<file path="src/rtl/uart_pkg.sv">
// rtl/uart_pkg.sv - shared UART constants and baud divisor helper
package uart_pkg;

    localparam logic [1:0] ST_IDLE  = 2'd0;
    localparam logic [1:0] ST_START = 2'd1;
    localparam logic [1:0] ST_DATA  = 2'd2;
    localparam logic [1:0] ST_STOP  = 2'd3;

    localparam logic UART_IDLE_LEVEL = 1'b1;

    // Clock cycles per serial bit, rounded to the nearest integer.
    function automatic int unsigned clks_per_bit(input int unsigned clk_hz,
                                                 input int unsigned baud);
        return (clk_hz + baud / 2) / baud;
    endfunction

endpackage

</file>
<file path="src/rtl/uart_baud_tick.sv">
// rtl/uart_baud_tick.sv - wrapping bit-period counter with one-cycle tick
module uart_baud_tick #(
    parameter int CLKS_PER_BIT = 16,
    parameter int CNT_W        = $clog2(CLKS_PER_BIT)
) (
    input  logic             i_clk,
    input  logic             i_reset,
    input  logic             i_clear,
    output logic [CNT_W-1:0] o_count,
    output logic             o_tick
);

    assign o_tick = (o_count == CNT_W'(CLKS_PER_BIT - 1));

    always_ff @(posedge i_clk) begin
        if (i_reset || i_clear) begin
            o_count <= '0;
        end else if (o_tick) begin
            o_count <= '0;
        end else begin
            o_count <= o_count + 1'b1;
        end
    end

endmodule

</file>
<file path="src/rtl/uart_tx_fifo_reader.sv">
// rtl/uart_tx_fifo_reader.sv - pops a fifo and sends each word as an async serial frame
module uart_tx_fifo_reader
    import uart_pkg::*;
#(
    parameter int DATA_WIDTH   = 8,
    parameter int CLKS_PER_BIT = 16,
    parameter int STOP_BITS    = 1
) (
    input  logic                  i_clk,
    input  logic                  i_reset,
    input  logic [DATA_WIDTH-1:0] i_fifo_data,
    input  logic                  i_fifo_empty,
    output logic                  o_fifo_rd_stb,
    input  logic                  i_enable,
    output logic                  o_tx,
    output logic                  o_busy,
    output logic                  o_byte_done
);

    localparam int BIT_W = $clog2(DATA_WIDTH);
    localparam int CNT_W = $clog2(CLKS_PER_BIT);

    logic [1:0]            state;
    logic [DATA_WIDTH-1:0] shift_reg;
    logic [BIT_W-1:0]      bit_idx;
    logic                  stop_cnt;
    logic [CNT_W-1:0]      baud_cnt;
    logic                  baud_tick;
    logic                  can_start;
    logic                  last_stop;

    assign can_start = i_enable && !i_fifo_empty;
    assign last_stop = (STOP_BITS == 1) || stop_cnt;

    // Held clear while idle so every frame starts its first bit at count 0.
    uart_baud_tick #(
        .CLKS_PER_BIT(CLKS_PER_BIT),
        .CNT_W       (CNT_W)
    ) u_baud (
        .i_clk  (i_clk),
        .i_reset(i_reset),
        .i_clear(state == ST_IDLE),
        .o_count(baud_cnt),
        .o_tick (baud_tick)
    );

    always_ff @(posedge i_clk) begin
        if (i_reset) begin
            state         <= ST_IDLE;
            shift_reg     <= '0;
            bit_idx       <= '0;
            stop_cnt      <= 1'b0;
            o_tx          <= UART_IDLE_LEVEL;
            o_busy        <= 1'b0;
            o_fifo_rd_stb <= 1'b0;
            o_byte_done   <= 1'b0;
        end else begin
            o_fifo_rd_stb <= 1'b0;
            o_byte_done   <= 1'b0;
            case (state)
                ST_IDLE: begin
                    if (can_start) begin
                        shift_reg     <= i_fifo_data;
                        bit_idx       <= '0;
                        state         <= ST_START;
                        o_tx          <= 1'b0;
                        o_busy        <= 1'b1;
                        o_fifo_rd_stb <= 1'b1;
                    end
                end
                ST_START: begin
                    if (baud_tick) begin
                        state <= ST_DATA;
                        o_tx  <= shift_reg[0];
                    end
                end
                ST_DATA: begin
                    if (baud_tick) begin
                        if (bit_idx == BIT_W'(DATA_WIDTH - 1)) begin
                            state    <= ST_STOP;
                            stop_cnt <= 1'b0;
                            o_tx     <= UART_IDLE_LEVEL;
                        end else begin
                            shift_reg <= shift_reg >> 1;
                            o_tx      <= shift_reg[1];
                            bit_idx   <= bit_idx + 1'b1;
                        end
                    end
                end
                ST_STOP: begin
                    // Registered pulse: set one cycle early so it lands on the last stop cycle.
                    if (last_stop && baud_cnt == CNT_W'(CLKS_PER_BIT - 2)) begin
                        o_byte_done <= 1'b1;
                    end
                    if (baud_tick) begin
                        if (!last_stop) begin
                            stop_cnt <= 1'b1;
                        end else if (can_start) begin
                            shift_reg     <= i_fifo_data;
                            bit_idx       <= '0;
                            state         <= ST_START;
                            o_tx          <= 1'b0;
                            o_fifo_rd_stb <= 1'b1;
                        end else begin
                            state  <= ST_IDLE;
                            o_busy <= 1'b0;
                        end
                    end
                end
                default: state <= ST_IDLE;
            endcase
        end
    end

endmodule

</file>
<file path="config.mk">
export PLATFORM = sky130hd
export DESIGN_NAME = uart_tx_fifo_reader
export DESIGN_NICKNAME = d
export VERILOG_FILES = /design/src/rtl/uart_pkg.sv /design/src/rtl/uart_baud_tick.sv /design/src/rtl/uart_tx_fifo_reader.sv
export SDC_FILE = /design/constraint.sdc
export NUM_CORES = 1
export LEC_CHECK = 0
export BUFFER_PORTS_ARGS = -buffer_cell sky130_fd_sc_hd__buf_4
export CAP_MARGIN = 20
export CORE_MARGIN = 2
export CORE_UTILIZATION = 49
export CTS_CLUSTER_SIZE = 16
export DETAILED_ROUTE_END_ITERATION = 10
export PLACE_DENSITY_LB_ADDON = 0.12
export REMOVE_ABC_BUFFERS = 1
export SETUP_SLACK_MARGIN = 0.5
export SLEW_MARGIN = 0
export SYNTH_ARGS = -nofsm -noshare
export SYNTH_HDL_FRONTEND = slang
export SYNTH_SLANG_ARGS = --single-unit
</file>
<file path="constraint.sdc">
create_clock -name i_clk -period 2.1 [get_ports i_clk]
set_clock_uncertainty 0.2 [all_clocks]
set_input_delay 0.105 -clock i_clk [delete_from_list [all_inputs] [get_ports i_clk]]
set_output_delay 0.105 -clock i_clk [all_outputs]
set_load 0.01 [all_outputs]
</file>
### Word level (Yosys, flattened, before mapping)

Cells that the tools add are included.
Widths: inputs -> output; s select.

* $add $sub $neg: 2
* eq/ne operators: 13
* mux-type cells: 31
* bitwise operators: 1
* reduce and logical (&&, ||, !) cells: 12

Operator list (number)
* $mux 8: 4
* $pmux 8 s3: 1
* $ne 2x2->1 const B: 7
* $mux 1: 12
* $mux 3: 4
* $mux 2: 5
* $pmux 3 s3: 1
* $eq 4x4->1 const B: 2
* $pmux 2 s4: 1
* $reduce_and 4->1: 2
* $reduce_and 5->1: 1
* $add 4x1->4 const B: 1
* $eq 2x2->1 const B: 2
* $pmux 1 s2: 2
* $pmux 1 s4: 1
* $reduce_or 2->1: 2
* $add 3x1->3 const B: 1
* $eq 3x3->1 const B: 1
* $reduce_and 3->1: 1
* $reduce_bool 3->1: 1
* $eq 2x1->1 const B: 1
* $logic_not 2->1: 1
* $reduce_bool 2->1: 1
* $logic_and 1x1->1: 1
* other kinds (3): 3

* register bits after elaboration: 21
* output and inout bits: 4
* word-level logic and storage cells: 67

### Depth between registers and ports, before layout

* word-level depth: 5
* mapped depth: 7
* depth with buffers taken out: 6

### Cells and area by module

From an unflattened synthesis, not the netlist that was laid out.

* cell total of the unflattened synthesis: 124
* area, all modules: 1126.1 µm²

By module, submodules not included
* uart_tx_fifo_reader: instances 1, cells an instance 108, area an instance 968.4 µm², seq. area each 340.3 µm²
* uart_baud_tick: instances 1, cells an instance 16, area an instance 157.7 µm², seq. area each 80.1 µm²

### Worst setup path before layout

Ideal clock, no wire load.

* path type: register to register
* start: reg state[0]
* end: reg state[1]
* data arrival time: 1832 ps
* data required time: 1772 ps
* setup slack: -60 ps
* stages on the path, launching flop included: 8
* clock period less this slack: 2160 ps
* cell sequence: dfxtp_1 > inv_1 > ha_1 > buf_6 > or3_1 > a222oi_1 > mux2i_1 > nor2_1

* word-level cells in the longest chain between the ends: 3
* elaborated cells on any way between the ends: 11
* classes of those cells: eq/ne: 8; mux: 1; reduce/logical: 2

RTL lines
* start, declared: RTL line uart_tx_fifo_reader.sv:23 `logic [1:0] state;`
* start signal, assigned: RTL line uart_tx_fifo_reader.sv:49 `state <= ST_IDLE;`
* start signal, assigned: RTL line uart_tx_fifo_reader.sv:65 `state <= ST_START;`
* start signal, assigned: RTL line uart_tx_fifo_reader.sv:73 `state <= ST_DATA;`
* $eq 2x2->1, or another cell as far along: RTL line uart_tx_fifo_reader.sv:60 `case (state)`
* $ne 2x2->1 (no source line)
* $reduce_and 5->1 (no source line)

Parallel ways exist; a longest one is shown, timed or not.
A chain may end at the register's enable or synchronous reset.

### Worst setup path in the final report

Ends and elaborated chain as after synthesis.

==> summary.txt <==
Post-Layout Cell Count = 183
Initial Util = 50.7%
WL/cell = 14.5 um
CTS Sinks = 21
Psw = 669 uW
Number of antenna cells inserted = 0
Synth Area per Inst = 9.49 sq um
Synth warnings = 0
First-pass GRT wire length = 4330 um
Pre-antenna DRT Iters = 4
Critical path data arrival time = 2020 ps
Area leader, netlist = dfxtp_1
Final ANT Viol Nets = 0
Hold Path Class = input port to register
Multi-input logic area = 726 sq um
Die area = 2640 sq um
Setup crit end kind = register
Worst slew pin tran = 316 ps
Pwr dens = 1110 nW/um^2
Clock Tree Root = clkbuf_4
Ports = 16
Top FF cell, synth = dfxtp_1
Filler cell count = 161
Flop pwr share = 33.2%
Remaining DRCs = 0
Die Span Y = 51.4 um
P&R area growth vs syn = 46.5%
Clk pin slew, worst setup/hold paths = 110 ps
Status = complete, no violations
Placer Congestion = 0.781
Final TNS setup = 0 ps
Clock share of power = 10.8%
Maximum clock frequency = 495 MHz
GRT Resource Usage Total = 21.7%
Internal power = 1.11 mW
Post-synth top cells = dfxtp_1, a21oi_1, ha_1, a311oi_1, mux2i_1
Vias per std cell = 5.61
Hold_ws = 22.6 ps
Fin crit share = 96.3%
Dpl cells = 159
Synth top area cells = dfxtp_1, ha_1, mux2i_1
Hold Fails Final Rpt = 0
Top-count cell post-synth = dfxtp_1
Share of synthesized registers carrying an async set or reset = 0%
Share of cells above drive strength 1 = 37.4%
Drt total wl = 2650 um
Max Cap Viol = 0
Input/output buffers = 15
Slew Limit Fails = 0
Largest net degree at the start of global routing = 19
FP Rows = 17
P_leak = 0.616 nW
Max IR drop VDD = 0.642 mV
DP Wirelength = 1520 um
Kind of critical path = register to register
RSZ-0062 raised after global routing = yes
Later-pin clock latency in the skew report = 300 ps
Min Clock Period, post-route = 2020 ps
Via count = 1026
Flip-flop count of the largest register after layout = 8
Nets = 179
CTS tree = yes
Post-layout util = 74.3%
Placement Cell Area = 1270 sq um
Switching Share = 37.5%
Slew Limit Headroom = 78.9%
Placeable Area = 2170 sq um
Crit path required time = 2100 ps
Post-route cell area = 1610 sq um
Setup crit start kind = register
Setup violators final = 0
Inserted Clock Buffers = 3
Iteration-0 DRC Markers = 13
Mapped Cells = 116
Gate power share = 56.0%
Initial antenna violation count = 0
Register area = 432 sq um
Die Span X = 51.4 um
Worst-path fanout max = 3
Sequential-to-total area share from yosys stat = 38.2%
Post-synth EDFFs = 0
Post-synth top area share = 38.2%
Synth unique cells = 33
CTS Buffer Depth = 2
H-tree levels = 1
Seq cells post-synth = 21
Vias in the first global route = 966
Area of the mapped netlist = 1100 sq um
Remaining Overflow, GRT = 0
==> final cells by class <==
| class | count | share of cell area [%] |
|---|---|---|
| Sequential cell | 21 | 26.8 |
| Clock buffer | 4 | 1.63 |
| Timing Repair Buffer | 41 | 23.0 |
| Inverter | 6 | 1.40 |
| Multi-Input combinational cell | 83 | 45.0 |
| Tap cell | 28 | 2.17 |
==> per-stage QoR <==
stage               power, mW  setup slack [ps]
finish                   1.78              78.2
global route             1.91             -14.9
CTS                      1.66               134
detailed placement       1.26             -4.10
global placement         1.24              62.6
floorplan                1.02              -169
==> power groups by stage <==
| stage | combinational (mW) | sequential [mW] | clock, mW |
|---|---|---|---|
| after global routing | 1.08 | 0.603 | 0.219 |
| after detailed placement | 0.690 | 0.572 | 0 |
| after global placement | 0.675 | 0.565 | 0 |
| after floorplan | 0.451 | 0.573 | 0 |
| after CTS | 0.880 | 0.576 | 0.200 |
| final | 0.998 | 0.592 | 0.193 |
==> cells by family (layout without fill, tap and decap cells) <==
family	count (synthesis)	in the layout	share of synthesized area (%)
AOI/OAI and AO/OA	36	36	22.5
xor gates and xnor gates	2	2	1.59
adders and majority gates	11	11	12.5
buffers and inverters	12	51	5.34
DFF	21	21	38.2
muxes	8	8	7.27
and+or+nand+nor	26	26	12.6
==> final timing paths <==
| path | from | end | slack [ps] | depth (start not counted) |
|---|---|---|---|---|
| setup / recovery | state[0] | state[1] | 80 | 7 |
| hold / removal | i_fifo_empty | o_busy | 20 | 4 |
| setup reg to reg | state[0] | state[1] | 80 | 7 |
| hold reg to reg | u_baud.o_count[0] | u_baud.o_count[0] | 240 | 1 |
==> metal layers <==
layer / global-route usage [%] / share of wire [%] / wire length (um) / vias up
li1: - / - / - / 518
met1: 29.3 / 49 / 1300 / 485
met2: 34.4 / 46 / 1220 / 17
met3: 3.80 / 3.2 / 85 / 6
met4: 7.89 / 1.5 / 40 / 0
met5: 0 / 0 / 0 / -
==> cells in the final DEF (no fill, tap or decap), drive strengths merged, types with 2 or more instances in the layout <==
cell         Yosys  layout
ha              11      11
mux2i            8       8
dlygate4sd3      0       9
or3              2       2
nor2             7       7
a311oi           8       8
nor2b            2       2
dfxtp           21      21
o21ai            5       5
inv              6       6
nand4            2       2
nand2            4       4
nand3            2       2
a21oi           14      14
nand4b           3       3
clkbuf           2       5
buf              4      31
==> critical path: stages (launching register included) <==
cell,delay [ps]
dfxtp_4,380
buf_6,120
ha_4,150
or3_4,370
a222oi_1,260
buf_4,200
mux2i_1,190
nor2_1,50
==> timing repair <==
action | CTS | global route
endpoints found under the setup margin | 20 | 20
hold buffers | 9 | 0
gates resized for setup | 20 | 13
pin swaps | 9 | 9
setup buffers | 6 | 3
cloned | 2 | 0
endpoints found under the hold margin | 17 | 0
(Power assumes the default switching activity.)
